## config.mk

```make
export PLATFORM = sky130hd
export DESIGN_NAME = shift_register_left_rx
export DESIGN_NICKNAME = d
export VERILOG_FILES = /design/src/rtl/shift_register_left_rx.sv
export SDC_FILE = /design/constraint.sdc
export NUM_CORES = 1
export LEC_CHECK = 0
export ABC_AREA = 0
export CORE_MARGIN = 5
export CORE_UTILIZATION = 61
export CTS_BUF_LIST = sky130_fd_sc_hd__clkbuf_8
export DETAILED_ROUTE_END_ITERATION = 8
export PLACE_DENSITY_LB_ADDON = 0.05
export SLEW_MARGIN = 20
export SYNTH_ARGS = -nofsm -noshare
export SYNTH_HDL_FRONTEND = slang
export SYNTH_SLANG_ARGS = --single-unit
```

## constraint.sdc

```tcl
create_clock -name clk -period 2.8 [get_ports clk]
set_input_delay 0.84 -clock clk [delete_from_list [all_inputs] [get_ports clk]]
set_output_delay 0.84 -clock clk [all_outputs]
set_load 0.03 [all_outputs]
```

## src/rtl/shift_register_left_rx.sv

```systemverilog
// Serial-to-parallel FP16 receiver.
// Bits arrive LSB first on din/din_valid and are shifted into a 16-bit word.
// A complete word is presented as sign/exponent/fraction together with its
// FP16 class flags, and is held until the downstream side accepts it.
// A frame that stalls for TIMEOUT consecutive idle cycles is dropped.
module shift_register_left_rx #(
  parameter int TIMEOUT = 8  // idle cycles mid-frame before the frame is aborted (1..255)
) (
  input  logic       clk,
  input  logic       res,
  input  logic       din,
  input  logic       din_valid,
  input  logic       out_ready,
  output logic       sign,
  output logic [4:0] exponent,
  output logic [9:0] fraction,
  output logic       out_valid,
  output logic       is_zero,
  output logic       is_subnormal,
  output logic       is_inf,
  output logic       is_nan,
  output logic       frame_err,
  output logic       overrun,
  output logic       busy
);

  typedef enum logic [1:0] {
    S_IDLE  = 2'd0,
    S_SHIFT = 2'd1,
    S_HOLD  = 2'd2
  } state_t;

  localparam logic [7:0] GAP_LAST = 8'(TIMEOUT - 1);

  state_t      r_state;
  state_t      w_next;
  logic [15:0] r_shift;
  logic [3:0]  r_count;
  logic [7:0]  r_gap;

  logic        w_accept;  // din is taken into the shift register this cycle
  logic        w_done;    // this accepted bit completes the 16-bit word
  logic        w_abort;   // gap timeout expires this cycle
  logic        w_drop;    // a valid bit arrives while the held word is not accepted
  logic [15:0] w_word;    // shift register contents after the current accepted bit
  logic [4:0]  w_exp;
  logic [9:0]  w_frac;

  assign w_word = {din, r_shift[15:1]};
  assign w_exp  = w_word[14:10];
  assign w_frac = w_word[9:0];
  assign busy   = (r_state == S_SHIFT);

  // State register.
  always_ff @(posedge clk or posedge res) begin
    if (res) begin
      r_state <= S_IDLE;
    end else begin
      // NOTE: state-holding elements use non-blocking assignments so every
      // flop samples the pre-edge values regardless of statement order.
      r_state <= w_next;
    end
  end

  // Next-state decode and per-cycle control strobes.
  always_comb begin
    // NOTE: every signal gets a default before the case so that no path
    // leaves it unassigned, which would otherwise infer a latch.
    w_next   = r_state;
    w_accept = 1'b0;
    w_done   = 1'b0;
    w_abort  = 1'b0;
    w_drop   = 1'b0;
    case (r_state)
      S_IDLE: begin
        if (din_valid) begin
          w_accept = 1'b1;
          w_next   = S_SHIFT;
        end
      end
      S_SHIFT: begin
        if (din_valid) begin
          w_accept = 1'b1;
          if (r_count == 4'd15) begin
            w_done = 1'b1;
            w_next = S_HOLD;
          end
        end else if (r_gap == GAP_LAST) begin
          w_abort = 1'b1;
          w_next  = S_IDLE;
        end
      end
      S_HOLD: begin
        if (out_ready) begin
          if (din_valid) begin
            // The accept cycle doubles as bit 0 of the next frame.
            w_accept = 1'b1;
            w_next   = S_SHIFT;
          end else begin
            w_next = S_IDLE;
          end
        end else if (din_valid) begin
          w_drop = 1'b1;
        end
      end
      default: w_next = S_IDLE;
    endcase
  end

  // Shift register, bit counter and gap counter.
  always_ff @(posedge clk or posedge res) begin
    if (res) begin
      r_shift <= '0;
      r_count <= '0;
      r_gap   <= '0;
    end else if (w_accept) begin
      r_shift <= w_word;
      r_count <= r_count + 4'd1;  // wraps 15 -> 0 on the 16th bit
      r_gap   <= '0;
    end else if (w_abort || r_state == S_IDLE) begin
      r_count <= '0;
      r_gap   <= '0;
    end else if (r_state == S_SHIFT) begin
      r_gap <= r_gap + 8'd1;
    end
  end

  // Output word, class flags and status flags.
  always_ff @(posedge clk or posedge res) begin
    if (res) begin
      sign         <= 1'b0;
      exponent     <= '0;
      fraction     <= '0;
      is_zero      <= 1'b0;
      is_subnormal <= 1'b0;
      is_inf       <= 1'b0;
      is_nan       <= 1'b0;
      out_valid    <= 1'b0;
      frame_err    <= 1'b0;
      overrun      <= 1'b0;
    end else begin
      if (w_done) begin
        sign         <= w_word[15];
        exponent     <= w_exp;
        fraction     <= w_frac;
        is_zero      <= (w_exp == 5'd0)  && (w_frac == 10'd0);
        is_subnormal <= (w_exp == 5'd0)  && (w_frac != 10'd0);
        is_inf       <= (w_exp == 5'd31) && (w_frac == 10'd0);
        is_nan       <= (w_exp == 5'd31) && (w_frac != 10'd0);
      end
      out_valid <= (w_next == S_HOLD);
      frame_err <= w_abort;
      // Sticky: only reset clears a recorded overrun.
      overrun   <= overrun | w_drop;
    end
  end

endmodule

```

==> results.yml, run 1 <==
run_status:
  status: "completed"
final_layout:
  areaGrowthSynthToFinish_pct: 18.8
  ant_diodes: 0
  post-route-util_pct: 73.9
  multi_input_comb_area_sq_um: 885
  area.sequential_sq_mm: 0.00130
  layout.cells.most_common: "nand2_1"
  most-common-layout-cells: "nand2_1 (61), dfrtp_1 (52), clkdlybuf4s50_1 (28)"
  final_layout_size_suffix_gt1_share_pct: 7.00
  nets: 249
  n_fill_cell: 242
drt:
  drc_errors: 0
  vias: 1628
  drtAntennaViolNets: 0
  drt-total-wl_um: 4150
  detail_route.wl_per_cell_um: 14.3
  drt-vias-per-instance: 5.59
  firstDrtPassIters: 4
  dr.first_iter.drc_count: 81
yosys:
  synth-main-ff-cell: "dfrtp_1"
  syn_nets: 218
  synth.cell_area_sq_mm: 0.00224
  post_synthesis_mean_instance_area_sq_um: 10.6
  yosys_warnings: 0
  synth_async_sr_flop_share_pct: 100
  synth_top_family_by_area: "simple AND/OR/NAND/NOR gates"
  post-synth-top-area-fraction_pct: 58.0
  yosys.area_share.xor_xnor_pct: 0.390
  netlist_top_cells_area: "dfrtp_1 (58%), nand2_1 (10%), mux2_1 (8.0%)"
  synth.distinct_cells: 39
  netlist_instances: 211
  ys_seq_elements: 52
  synth-edff-count: 0
  compound_gate_portion_of_the_synthesized_area_pct: 9.76
  synth.mux.area_fraction_pct: 8.48
  seq_area_frac_synth_pct: 58.0
  synthDominantAreaCellType: "dfrtp_1"
  synth-adder-area-share_pct: 1.12
  synth-simple-area-share_pct: 19.7
setup_path:
  class_of_the_most_critical_setup_path: "reg2out"
  crit-reg2reg-capture: "fraction[8]"
  timing.critical_path.from: "r_state[1]"
  startpoint_of_the_worst_register_to_register_path: "r_count[0]"
  worstSetupStartpointType: "flop"
  register_to_register_setup_slack_ps: 1170
  worstRegToRegCells: 5
  worstPathMaxFanout: 9
  worst_setup_path_end_kind: "output pin"
  cp.arrival_ps: 1750
  worst_ep_required_time_ps: 1960
die:
  fp.dieH_um: 70.6
  row_count: 22
  initial_utilization_pct: 62.2
  die_area_sq_mm: 0.00499
  die_width_um: 70.6
  design.portCount: 29
  design.core.area_sq_mm: 0.00361
timing:
  post_layout_minimum_cycle_time_ps: 2590
  tightestPinTransition_ps: 613
  timing.final.hold_violations: 0
  fmax_mhz: 387
  slew-limit-headroom_pct: 59.1
  rsz0062_at_grt: "no"
  fin_setup_tns_ps: 0
  layout_worst_path_cycle_share_pct: 92.4
  worst_clock_skew_ps: 4.91
  slew_viol_final: 0
  finalSetupViolCount: 0
clock_network:
  cts_htree_levels: 2
  clock-sinks: 52
  cts_setup_buffers: 0
  cts_hold_repair.buffers: 0
  cts_root_buffer: "clkbuf_8"
  cts_inserted_buffers: 5
  worst_skew_pair.late_latency_ps: 300
  cts_repair_resize_count: 0
  clk_transition_reported_paths_ps: 80
  ctsLongestPathBuffers: 2
  cts_tree: "built"
place:
  gpl.final_weighted_congestion: 0.762
  hpwl_um: 2950
  port_buffers: 28
power:
  switchingPower_mw: 0.853
  netSwitchingFraction_pct: 36.0
  power.combinational.fraction_pct: 31.6
  power_frac_seq_pct: 50.3
  internal_pwr_total_mw: 1.52
  cellPowerDensity_mw_per_mm2: 889
  peakVddDrop_mv: 0.556
  cellLeakagePower_nw: 1.24
  clockPowerShare_pct: 18.1
global_route:
  overflow: 0
  antenna_violations_before_repair: 0
  grt.total_usage_pct: 18.0
  via_count_of_the_first_global_routing_pass: 1615
  maximum_number_of_pins_on_one_net_before_global_route_repair: 53
  wire_length_of_the_first_global_routing_pass_um: 7210
worst_hold_path:
  whs_endpoint: "overrun"
  holdCritStartpoint: "overrun"
  hp-class: "reg2reg"
  holdPathStages: 1
flow_run:
  maxCapViolations: 0
## how the worst max path moves through the flow
stage,to,slack [ps],cells after the start
3_5_place_dp,fraction[8],280,5
2_1_floorplan,exponent[0],700,1
3_3_place_gp,exponent[0],320,5
4_1_cts,busy,200,2
5_1_grt,busy,120,2
6_report,busy,210,2
## per-layer routing
metal | track usage, % | part of all wire (%) | vias to the layer above
met5 | 0 | 0 | -
met4 | 6.68 | 1.4 | 0
met3 | 5.11 | 6.4 | 11
met2 | 28.6 | 45 | 54
met1 | 23.7 | 47 | 776
li1 | - | - | 787
## worst max-delay path: stages (launching register included)
cell and delay (ps):
dfrtp_1 470, and2b_1 280, clkdlybuf4s50_1 690
## flip-flops by register name, summed over array words and instances (netlist names)
signal and cells:
frame_err 1, overrun 1, is_subnormal 1, r_shift 15
r_count 4, sign 1, r_gap 8, r_state 2
fraction 10, is_nan 1, exponent 5, out_valid 1
is_zero 1, is_inf 1
## logic make-up after synthesis
group	count (synthesis)
XOR/XNOR	1
AO/OA/AOI/OAI	31
buffers and inverters	12
adder cells (fa/ha/maj)	2
multiplexers	17
AND/OR/NAND/NOR	96
flip-flops	52
## power groups by stage
stage / sequential (mW) / clock (mW) / combinational [mW]
after floorplan: 1.33 / 0 / 0.321
after global placement: 1.18 / 0 / 0.734
after detailed placement: 1.20 / 0 / 0.755
after CTS: 1.19 / 0.440 / 0.758
after global routing: 1.22 / 0.469 / 0.822
final: 1.19 / 0.429 / 0.749
## through the flow
| step | power [mW] | instances | worst slack, ps | instance area, sq um | hold WS [ps] |
|---|---|---|---|---|---|
| 5_1_grt | 2.51 | 291 | 123 | 2670 | 502 |
| 6_report | 2.37 | 291 | 213 | 2670 | 479 |
| 2_1_floorplan | 1.65 | 211 | 702 | 2240 | 445 |
| 3_5_place_dp | 1.96 | 283 | 284 | 2570 | 460 |
| 3_3_place_gp | 1.91 | 283 | 317 | 2570 | 459 |
| 4_1_cts | 2.38 | 291 | 197 | 2670 | 484 |
## cell usage after synthesis, drive strengths merged, types with 3 or more instances
cell	instances
nand2	61
dfrtp	52
mux2	16
a21oi	10
buf	8
nor2	7
nand3	6
a22o	5
a31oi	5
inv	4
and3	3
nand2b	3
nor4	3
o21ai	3
## final cells by class
type,count,share of cell area (%)
flip-flops and latches,52,48.8
multi-input cells,147,33.2
repair buffers,32,11.6
clock buffers,6,3.10
well taps,48,2.25
inverters,4,0.563
clock inverters,2,0.423
Power figures use the tool's default switching activity.
==> run 2, diff against run 1 <==
--- a/config.mk
+++ b/config.mk
@@ -6,8 +6,10 @@
 export NUM_CORES = 1
 export LEC_CHECK = 0
 export ABC_AREA = 0
+export CELL_PAD_IN_SITES_DETAIL_PLACEMENT = 2
+export CELL_PAD_IN_SITES_GLOBAL_PLACEMENT = 2
 export CORE_MARGIN = 5
-export CORE_UTILIZATION = 61
+export CORE_UTILIZATION = 40
 export CTS_BUF_LIST = sky130_fd_sc_hd__clkbuf_8
 export DETAILED_ROUTE_END_ITERATION = 8
 export PLACE_DENSITY_LB_ADDON = 0.05
==> run 2 against run 1 <==
Effect of this change: highest routed layer unchanged; sequential share of layout area is 0.90 points lower; final area up 1.9%; register-to-register slack got worse by 130 ps; largest power group unchanged; critical endpoint unchanged.
==> results.yml, run 2 (synthesis gave the netlist of run 1 again) <==
place:
  dpl_cell_area_sq_mm: 0.00262
  port_buffers: 28
  place_inst: 308
  hpwl_um: 4140
  gpl.final_weighted_congestion: 0.850
timing:
  tightestPinTransition_ps: 584
  fmax_mhz: 382
  fin_setup_tns_ps: 0
  slew-limit-headroom_pct: 61.1
  timing.hold.ws_ps: 477
  post_layout_minimum_cycle_time_ps: 2620
  rsz0062_at_grt: "no"
  timing.final.hold_violations: 0
  slew_viol_final: 0
  finalSetupViolCount: 0
  worst_clock_skew_ps: 10.9
  layout_worst_path_cycle_share_pct: 93.6
drt:
  dr.first_iter.drc_count: 63
  dr.max_layer_used: "met4"
  wl_met3_um: 215
  vias: 1641
  firstDrtPassIters: 4
  wl_met2_um: 2600
  drc_errors: 0
  drt-total-wl_um: 5590
  met1_length_um: 2680
  drt-vias-per-instance: 5.19
  drtAntennaViolNets: 0
  detail_route.wl_per_cell_um: 17.7
clock_network:
  cts_hold_repair.buffers: 0
  clock-sinks: 52
  cts_tree: "built"
  clk_transition_reported_paths_ps: 90
  cts_htree_levels: 2
  cts_repair_resize_count: 0
  cts_inserted_buffers: 5
  ctsLongestPathBuffers: 2
  cts_root_buffer: "clkbuf_8"
  cts_setup_buffers: 0
  worst_skew_pair.late_latency_ps: 310
final_layout:
  nets: 250
  largest-register: "r_shift"
  largest_register_ffs: 15
  largest_registers: "r_shift x15, fraction x10, r_gap x8"
  fin_area_sq_mm: 0.00272
  ant_diodes: 0
  most-common-layout-cells: "nand2_1 (61), dfrtp_1 (52), clkdlybuf4s50_1 (28)"
  layoutNonFillerInstCount: 316
  areaGrowthSynthToFinish_pct: 21.0
  post-route-util_pct: 49.6
  layout.cells.most_common: "nand2_1"
  final_layout_size_suffix_gt1_share_pct: 7.38
setup_path:
  worstRegToRegCells: 6
  crit_path_cell_trace: "and2b_1, clkdlybuf4s50_1"
  cpPeakStageDelay_ps: 700
  startpoint_of_the_worst_register_to_register_path: "r_count[0]"
  crit_slowest_cell: "clkdlybuf4s50_1"
  crit-reg2reg-capture: "fraction[8]"
  cp.arrival_ps: 1780
  worst_ep_required_time_ps: 1960
  register_to_register_setup_slack_ps: 1040
  worstSetupStartpointType: "flop"
  worst_setup_path_end_kind: "output pin"
  class_of_the_most_critical_setup_path: "reg2out"
  worstPathMaxFanout: 9
die:
  row_count: 27
  initial_utilization_pct: 41.0
  fp.dieH_um: 84.9
  die_area_sq_mm: 0.00721
  design.core.area_sq_mm: 0.00547
  design.portCount: 29
  die_width_um: 84.9
global_route:
  antenna_violations_before_repair: 0
  maximum_number_of_pins_on_one_net_before_global_route_repair: 35
  wire_length_of_the_first_global_routing_pass_um: 9800
  grt.total_usage_pct: 17.1
  overflow: 0
  via_count_of_the_first_global_routing_pass: 1881
run_status:
  status: "completed"
worst_hold_path:
  whs_endpoint: "exponent[3]"
  holdCritStartpoint: "exponent[3]"
  holdPathStages: 2
  hp-class: "reg2reg"
flow_run:
  maxCapViolations: 0
power:
  cellPowerDensity_mw_per_mm2: 889
  cellLeakagePower_nw: 1.25
  peakVddDrop_mv: 0.383
## run 2: changes by cell type in the layout (fill, tap and decap cells not counted)
cell,delta
buf_12,+1
## run 2: area by class of cell
class | instances | area, sq um
flip-flops and latches | 52 | 1300
multi-input cells | 147 | 885
well taps | 72 | 90.1
clock inverters | 2 | 11.3
clock buffers | 6 | 82.6
inverters | 4 | 15.0
repair buffers | 33 | 330
fillers | 575 | 2760
## run 2: power by group
group	switching, mW	internal (mW)	total, mW	leakage [nW]
combinational	0.440	0.342	0.782	0.538
sequential	0.213	0.981	1.19	0.668
clock	0.241	0.198	0.439	0.0486
total	0.894	1.52	2.41	1.25
## run 2: metrics by stage
stage	total power [mW]	worst slack (ps)
detailed placement	2.00	261
finish	2.41	180
global route	2.58	77.0
CTS	2.45	144
global placement	1.93	383
floorplan	1.65	702
## run 2: worst max-delay path by stage
stage               start           to  slack (ps)  cells past startpoint
2_1_floorplan         res  exponent[0]         700                      1
3_3_place_gp    out_ready  r_shift[13]         380                      5
3_5_place_dp    out_ready   r_count[2]         260                      7
4_1_cts        r_state[1]         busy         140                      2
5_1_grt        r_state[1]         busy          80                      2
6_report       r_state[1]         busy         180                      2
## run 2: critical path, delay by kind of cell, from the launching register on
| kind | cells | cell delay, ps |
|---|---|---|
| simple gates | 1 | 310 |
| buf+inv | 1 | 700 |
| flops | 1 | 480 |
## run 2: routing by layer
layer | GRT usage [%] | vias to the layer above
met3 | 3.69 | 9
met4 | 6.47 | 0
li1 | - | 788
met1 | 23.0 | 812
met2 | 27.3 | 32
met5 | 0 | -
==> run 3, diff against run 2 <==
--- a/config.mk
+++ b/config.mk
@@ -11,6 +11,7 @@
 export CORE_MARGIN = 5
 export CORE_UTILIZATION = 40
 export CTS_BUF_LIST = sky130_fd_sc_hd__clkbuf_8
+export CTS_CLUSTER_SIZE = 24
 export DETAILED_ROUTE_END_ITERATION = 8
 export PLACE_DENSITY_LB_ADDON = 0.05
 export SLEW_MARGIN = 20
==> results of run 3 <==
No change in the layout: final DEF, timing and power equal those of run 2.
